**config.mk**
```make
export PLATFORM = sky130hd
export DESIGN_NAME = irom_fetch_stepper
export DESIGN_NICKNAME = d
export VERILOG_FILES = /design/src/rtl/irom_fetch_stepper.sv
export SDC_FILE = /design/constraint.sdc
export NUM_CORES = 1
export LEC_CHECK = 0
export BUFFER_PORTS_ARGS = -buffer_cell sky130_fd_sc_hd__buf_2
export CORE_AREA = 2 2 129 131
export CTS_CLUSTER_DIAMETER = 80
export DETAILED_ROUTE_END_ITERATION = 10
export DIE_AREA = 0 0 131 133
export SYNTH_ARGS = -nofsm -noshare
export SYNTH_HDL_FRONTEND = slang
export SYNTH_SLANG_ARGS = --single-unit
```
**constraint.sdc**
```tcl
create_clock -name sys_clk_in -period 2 [get_ports sys_clk_in]
set_input_delay 0.2 -clock sys_clk_in [delete_from_list [all_inputs] [get_ports sys_clk_in]]
set_output_delay 0.2 -clock sys_clk_in [all_outputs]
set_load 0.005 [all_outputs]
```
**src/rtl/irom_fetch_stepper.sv**
```systemverilog
// Owns the PC and sequences synchronous-IROM fetches in free-run, single-step or run-to-breakpoint mode.
// Advance to inst_valid takes ROM_LAT+1 cycles; advance requests that arrive while a fetch is in flight are dropped.
module irom_fetch_stepper #(
    parameter int XLEN     = 32,
    parameter int AW       = 6,
    parameter int ROM_LAT  = 1,
    parameter int TICK_DIV = 100_000_000,
    parameter int CW       = 16
) (
    input  logic            sys_clk_in,
    input  logic            reset,
    input  logic [1:0]      mode,
    input  logic            step_btn,
    input  logic [XLEN-1:0] bp_addr,
    input  logic            pc_load,
    input  logic [XLEN-1:0] pc_load_val,
    output logic            rom_en,
    output logic [AW-1:0]   rom_addr,
    input  logic [XLEN-1:0] rom_data,
    output logic [XLEN-1:0] pc,
    output logic [XLEN-1:0] inst,
    output logic            inst_valid,
    output logic            bp_hit,
    output logic [CW-1:0]   fetch_cnt
);

    localparam logic [1:0] ST_IDLE  = 2'd0;
    localparam logic [1:0] ST_FETCH = 2'd1;
    localparam logic [1:0] ST_WAIT  = 2'd2;
    localparam logic [1:0] ST_DONE  = 2'd3;

    localparam logic [1:0] M_HALT = 2'd0;
    localparam logic [1:0] M_RUN  = 2'd1;
    localparam logic [1:0] M_STEP = 2'd2;
    localparam logic [1:0] M_RTB  = 2'd3;

    localparam int             TW        = (TICK_DIV > 1) ? $clog2(TICK_DIV) : 1;
    localparam logic [TW-1:0]  TICK_LAST = TW'(TICK_DIV - 1);
    localparam logic [1:0]     WAIT_LAST = 2'((ROM_LAT > 1) ? (ROM_LAT - 2) : 0);

    logic [1:0]      state;
    logic [1:0]      wait_cnt;
    logic [TW-1:0]   tick_cnt;
    logic            tick;
    logic            step_s1;
    logic            step_s2;
    logic            step_s3;
    logic            step_rise;
    logic [1:0]      mode_q;
    logic            boot_pend;
    logic            boot_fetch;
    logic            pend_vld;
    logic [XLEN-1:0] pend_val;
    logic [XLEN-1:0] load_pc;
    logic [XLEN-1:0] pc_seq;
    logic [AW-1:0]   idx_inc;
    logic            advance;
    logic            mode_chg;
    logic            unused_bits;

    assign tick      = (tick_cnt == TICK_LAST);
    assign step_rise = step_s2 & ~step_s3;
    assign mode_chg  = (mode != mode_q);
    assign idx_inc   = pc[AW+1:2] + AW'(1);
    assign pc_seq    = {pc[XLEN-1:AW+2], idx_inc, 2'b00};
    assign load_pc   = pc_load ? {pc_load_val[XLEN-1:2], 2'b00} : pend_val;
    assign advance   = !bp_hit &&
                       ((((mode_q == M_RUN) || (mode_q == M_RTB)) && tick) ||
                        ((mode_q == M_STEP) && step_rise));

    assign rom_en   = (state == ST_FETCH);
    assign rom_addr = pc[AW+1:2];

    assign unused_bits = ^{bp_addr[XLEN-1:AW+2], bp_addr[1:0], pc_load_val[1:0]};

    always_ff @(posedge sys_clk_in) begin
        if (reset) begin
            state      <= ST_IDLE;
            wait_cnt   <= '0;
            tick_cnt   <= '0;
            step_s1    <= 1'b0;
            step_s2    <= 1'b0;
            step_s3    <= 1'b0;
            mode_q     <= M_HALT;
            boot_pend  <= 1'b1;
            boot_fetch <= 1'b0;
            pend_vld   <= 1'b0;
            pend_val   <= '0;
            pc         <= '0;
            inst       <= '0;
            inst_valid <= 1'b0;
            bp_hit     <= 1'b0;
            fetch_cnt  <= '0;
        end else begin
            inst_valid <= 1'b0;
            tick_cnt   <= tick ? '0 : tick_cnt + TW'(1);
            step_s1    <= step_btn;
            step_s2    <= step_s1;
            step_s3    <= step_s2;
            mode_q     <= mode;

            if (pc_load || mode_chg)
                bp_hit <= 1'b0;

            // A load requested mid-fetch is parked; the newest request overwrites any older one.
            if ((state != ST_IDLE) && pc_load) begin
                pend_vld <= 1'b1;
                pend_val <= {pc_load_val[XLEN-1:2], 2'b00};
            end

            case (state)
                ST_IDLE: begin
                    if (pc_load || pend_vld) begin
                        pc         <= load_pc;
                        pend_vld   <= 1'b0;
                        boot_pend  <= 1'b0;
                        boot_fetch <= 1'b0;
                        state      <= ST_FETCH;
                    end else if (boot_pend) begin
                        boot_pend  <= 1'b0;
                        boot_fetch <= 1'b1;
                        state      <= ST_FETCH;
                    end else if (advance) begin
                        pc         <= pc_seq;
                        boot_fetch <= 1'b0;
                        state      <= ST_FETCH;
                    end
                end
                ST_FETCH: begin
                    wait_cnt <= '0;
                    state    <= (ROM_LAT > 1) ? ST_WAIT : ST_DONE;
                end
                ST_WAIT: begin
                    if (wait_cnt == WAIT_LAST)
                        state <= ST_DONE;
                    else
                        wait_cnt <= wait_cnt + 2'd1;
                end
                default: begin
                    inst       <= rom_data;
                    inst_valid <= 1'b1;
                    fetch_cnt  <= fetch_cnt + CW'(1);
                    if ((mode_q == M_RTB) && !boot_fetch && !pc_load && !mode_chg &&
                        (pc[AW+1:2] == bp_addr[AW+1:2]))
                        bp_hit <= 1'b1;
                    state <= ST_IDLE;
                end
            endcase
        end
    end

endmodule

```
==> flow_summary.toml <==
[status]
status = "completed"

[global_route]
track_usage_pct = 16.31
grt_pass1_vias = 4801
met3_usage_pct = 5.823
use_met2_pct = 25.36
grt_pass1_wl_um = 22960
antenna_found_initial = 0
use_met1_pct = 21.02
top_usage_layer = "met2"
grt_max_degree = 56
overflow = 0

[yosys]
synth_cell_types = 48
synthArstFlopShare_pct = 0
synth_area_um2 = 6261
synth_edf_count = 0
synth_area_per_cell_um2 = 8.983
synth_ff_type = "dfxtp_1"
syn_inst = 697
ys_warn_count = 0
synth_seq_cells = 149
synth_seq_area_share_pct = 47.64

[layout]
syn_to_final_growth_pct = 26.86
fin_area_um2 = 7943
fin_util_pct = 49.11
fin_nets = 965
drive_gt1_share_pct = 26.13
antennaDiodeCount = 0

[power_and_ir_drop]
p_int_mw = 5.522
p_clk_share_pct = 40.3
power_frac_comb_pct = 15.0
power_density_nw_per_um2 = 936.8
pwr-share-seq_pct = 44.8
ir_worst_vdd_v = 0.0006433
netSwitchingFraction_pct = 25.79
power_leakage_nw = 3.456
p_sw_mw = 1.919

[flow_run]
max_cap_violations = 0

[setup_path]
worstPathArrival_ns = 2.20
required_ns = 2.32
crit_path_end_kind = "flip-flop"
cp_max_fo = 5
worstReg2RegStart = "tick_cnt[1]"
rr_worst_depth = 6
critPathLaunchType = "flip-flop"
setup.worst_path.class = "flip-flop to flip-flop"
reg2reg_slack_ns = 0.12
r2r_end = "pc[5]"

[timing]
fin_crit_ns = 1.883
hold_viol_final = 0
relSlewSlack_pct = 60.41
fmax_ghz = 0.5310
fin_crit_sh_pct = 94.15
drv_slew = 0
fin_tns_setup_ns = 0
worst_pin_slew_ns = 0.5939
setup_violations = 0
grt_setup_unrepaired = "true"
finClkSkew_ns = 0.01024

[clocking]
htree_levels = 4
cts_max_path_buffers = 2
cts_root_buffer = "clkbuf_16"
cts_sinks = 149
cts_buffers = 17
clk_pin_slew_worst_paths_ns = 0.06
clkLatencyLatePin_ns = 0.42
postCtsSetupRepairBufs = 0
cts_tree = "built"

[route]
via_per_inst = 4.683
vias = 5081
drt-total-wl_um = 13990
wl_per_cell_um = 12.90
ant_nets = 0
drt_iter0_markers = 208
drc_errors = 0
firstDrtPassIters = 6

[die]
dieArea_um2 = 17420
design.core.area_um2 = 16170
io_pins = 191
die_h_um = 133
initial_core_util_pct = 38.72
row_count = 47
dieWidth_um = 131

[worst_hold_path]
hold_start = "rom_data[31]"
whs_path_depth = 3
holdPathEnd = "inst[31]"
hold_path.class = "primary input to flip-flop"

[placed_design]
portBuffers = 160
dp_hpwl_um = 9483
place_area_um2 = 7382
gp_congestion = 0.7494
==> worst max-delay path by stage <==
stage,slack (ns),cells past startpoint,start,end
2_1_floorplan,0.18,6,tick_cnt[0],state[0]
3_3_place_gp,0.11,6,tick_cnt[1],pc[5]
3_5_place_dp,0.10,6,tick_cnt[1],pc[5]
4_1_cts,0.09,6,tick_cnt[1],pc[5]
5_1_grt,-0.008,6,tick_cnt[1],pc[5]
6_report,0.12,6,tick_cnt[1],pc[5]
==> worst max-delay path, cell delays in order, from the launching register on <==
cell and delay (ns):
dfxtp_1 0.34, ha_1 0.25, nand4_4 0.14, nor4b_4 0.34
nand4_2 0.22, and2_4 0.21, o41ai_2 0.28
==> logic make-up after synthesis <==
group                    count (synthesis)  share of synthesized area [%]
AO/OA/AOI/OAI                           87                          8.853
XOR/XNOR                                49                          6.855
adder cells (fa/ha/maj)                  8                          1.599
buffers and inverters                   64                          4.456
flip-flops                             149                          47.64
multiplexers                            61                          9.772
other                                    1                        0.05989
AND/OR/NAND/NOR                        278                          20.76
==> metrics by stage <==
stage	instances	total power, mW	setup slack (ns)	hold WS, ns
after global placement	1055	4.508	0.1148	0.4194
after global routing	1085	7.850	-0.008250	0.008588
after detailed placement	1055	4.518	0.1031	0.4178
final	1085	7.441	0.1169	0.02048
after CTS	1085	7.547	0.09120	0.005652
after floorplan	698	4.073	0.1805	0.3282
==> state kept, by name, indices dropped and copies added, names as in the netlist, 2 cells and up <==
name / flops
pend_val: 30
mode_q: 2
wait_cnt: 2
pc: 30
tick_cnt: 27
state: 2
fetch_cnt: 16
inst: 32
==> cell type report <==
cell class,count,area (um2)
fillers,1561,8229
clock inverters,10,111.4
inverters,14,52.55
clock buffers,19,432.9
multi-input cells,485,3022
flip-flops and latches,149,2983
repair buffers,188,1066
well taps,220,275.3
==> timing repair <==
item                       in CTS  in global routing
gates resized for setup         0                  2
setup endpoints to repair       0                  4
hold endpoints to repair        1                  0
hold buffers                    1                  0
==> layer usage <==
layer / routed length [um] / share of wire [%]
met1: 6528 / 47
met2: 6356 / 45
met3: 902 / 6.4
met4: 204 / 1.5
met5: 0 / 0
==> Yosys cell counts, types with 2 or more instances <==
library cell	n	share of area, %
buf_2	7	0.56
nand3b_1	2	0.24
nand2b_1	5	0.50
nand4b_1	3	0.42
and3_1	10	1.0
buf_4	8	0.96
nor2b_1	9	0.90
nor2_1	118	7.1
a41oi_1	2	0.28
a211oi_1	28	3.4
dfxtp_1	149	48
xor2_1	34	4.8
and4_1	6	0.84
and2_1	2	0.20
inv_1	14	0.84
ha_1	8	1.6
clkbuf_1	32	1.9
nand4_1	12	1.2
o21ai_0	4	0.32
mux2i_1	60	9.6
nor3_1	3	0.24
nor4_1	4	0.40
buf_1	3	0.18
xnor2_1	15	2.1
a31oi_1	2	0.20
a21oi_1	41	3.3
nand3_1	18	1.4
nand2_1	78	4.7
==> power by group through the flow <==
stage	sequential (mW)	combinational [mW]	clock, mW
after floorplan	3.39	0.685	0
after global placement	3.39	1.12	0
after detailed placement	3.39	1.13	0
after CTS	3.33	1.13	3.09
after global routing	3.36	1.26	3.23
final	3.33	1.12	3.00
==> placed cells by master (no fill, tap or decap), types with 17 or more instances in the layout <==
cell type / netlist / layout
buf_2: 7 / 159
nand2_1: 78 / 78
clkbuf_16: 0 / 17
mux2i_1: 60 / 60
a21oi_1: 41 / 40
a211oi_1: 28 / 28
buf_4: 8 / 24
dfxtp_1: 149 / 149
xor2_1: 34 / 34
nand3_1: 18 / 18
nor2_1: 118 / 116
(Power assumes the default switching activity.)
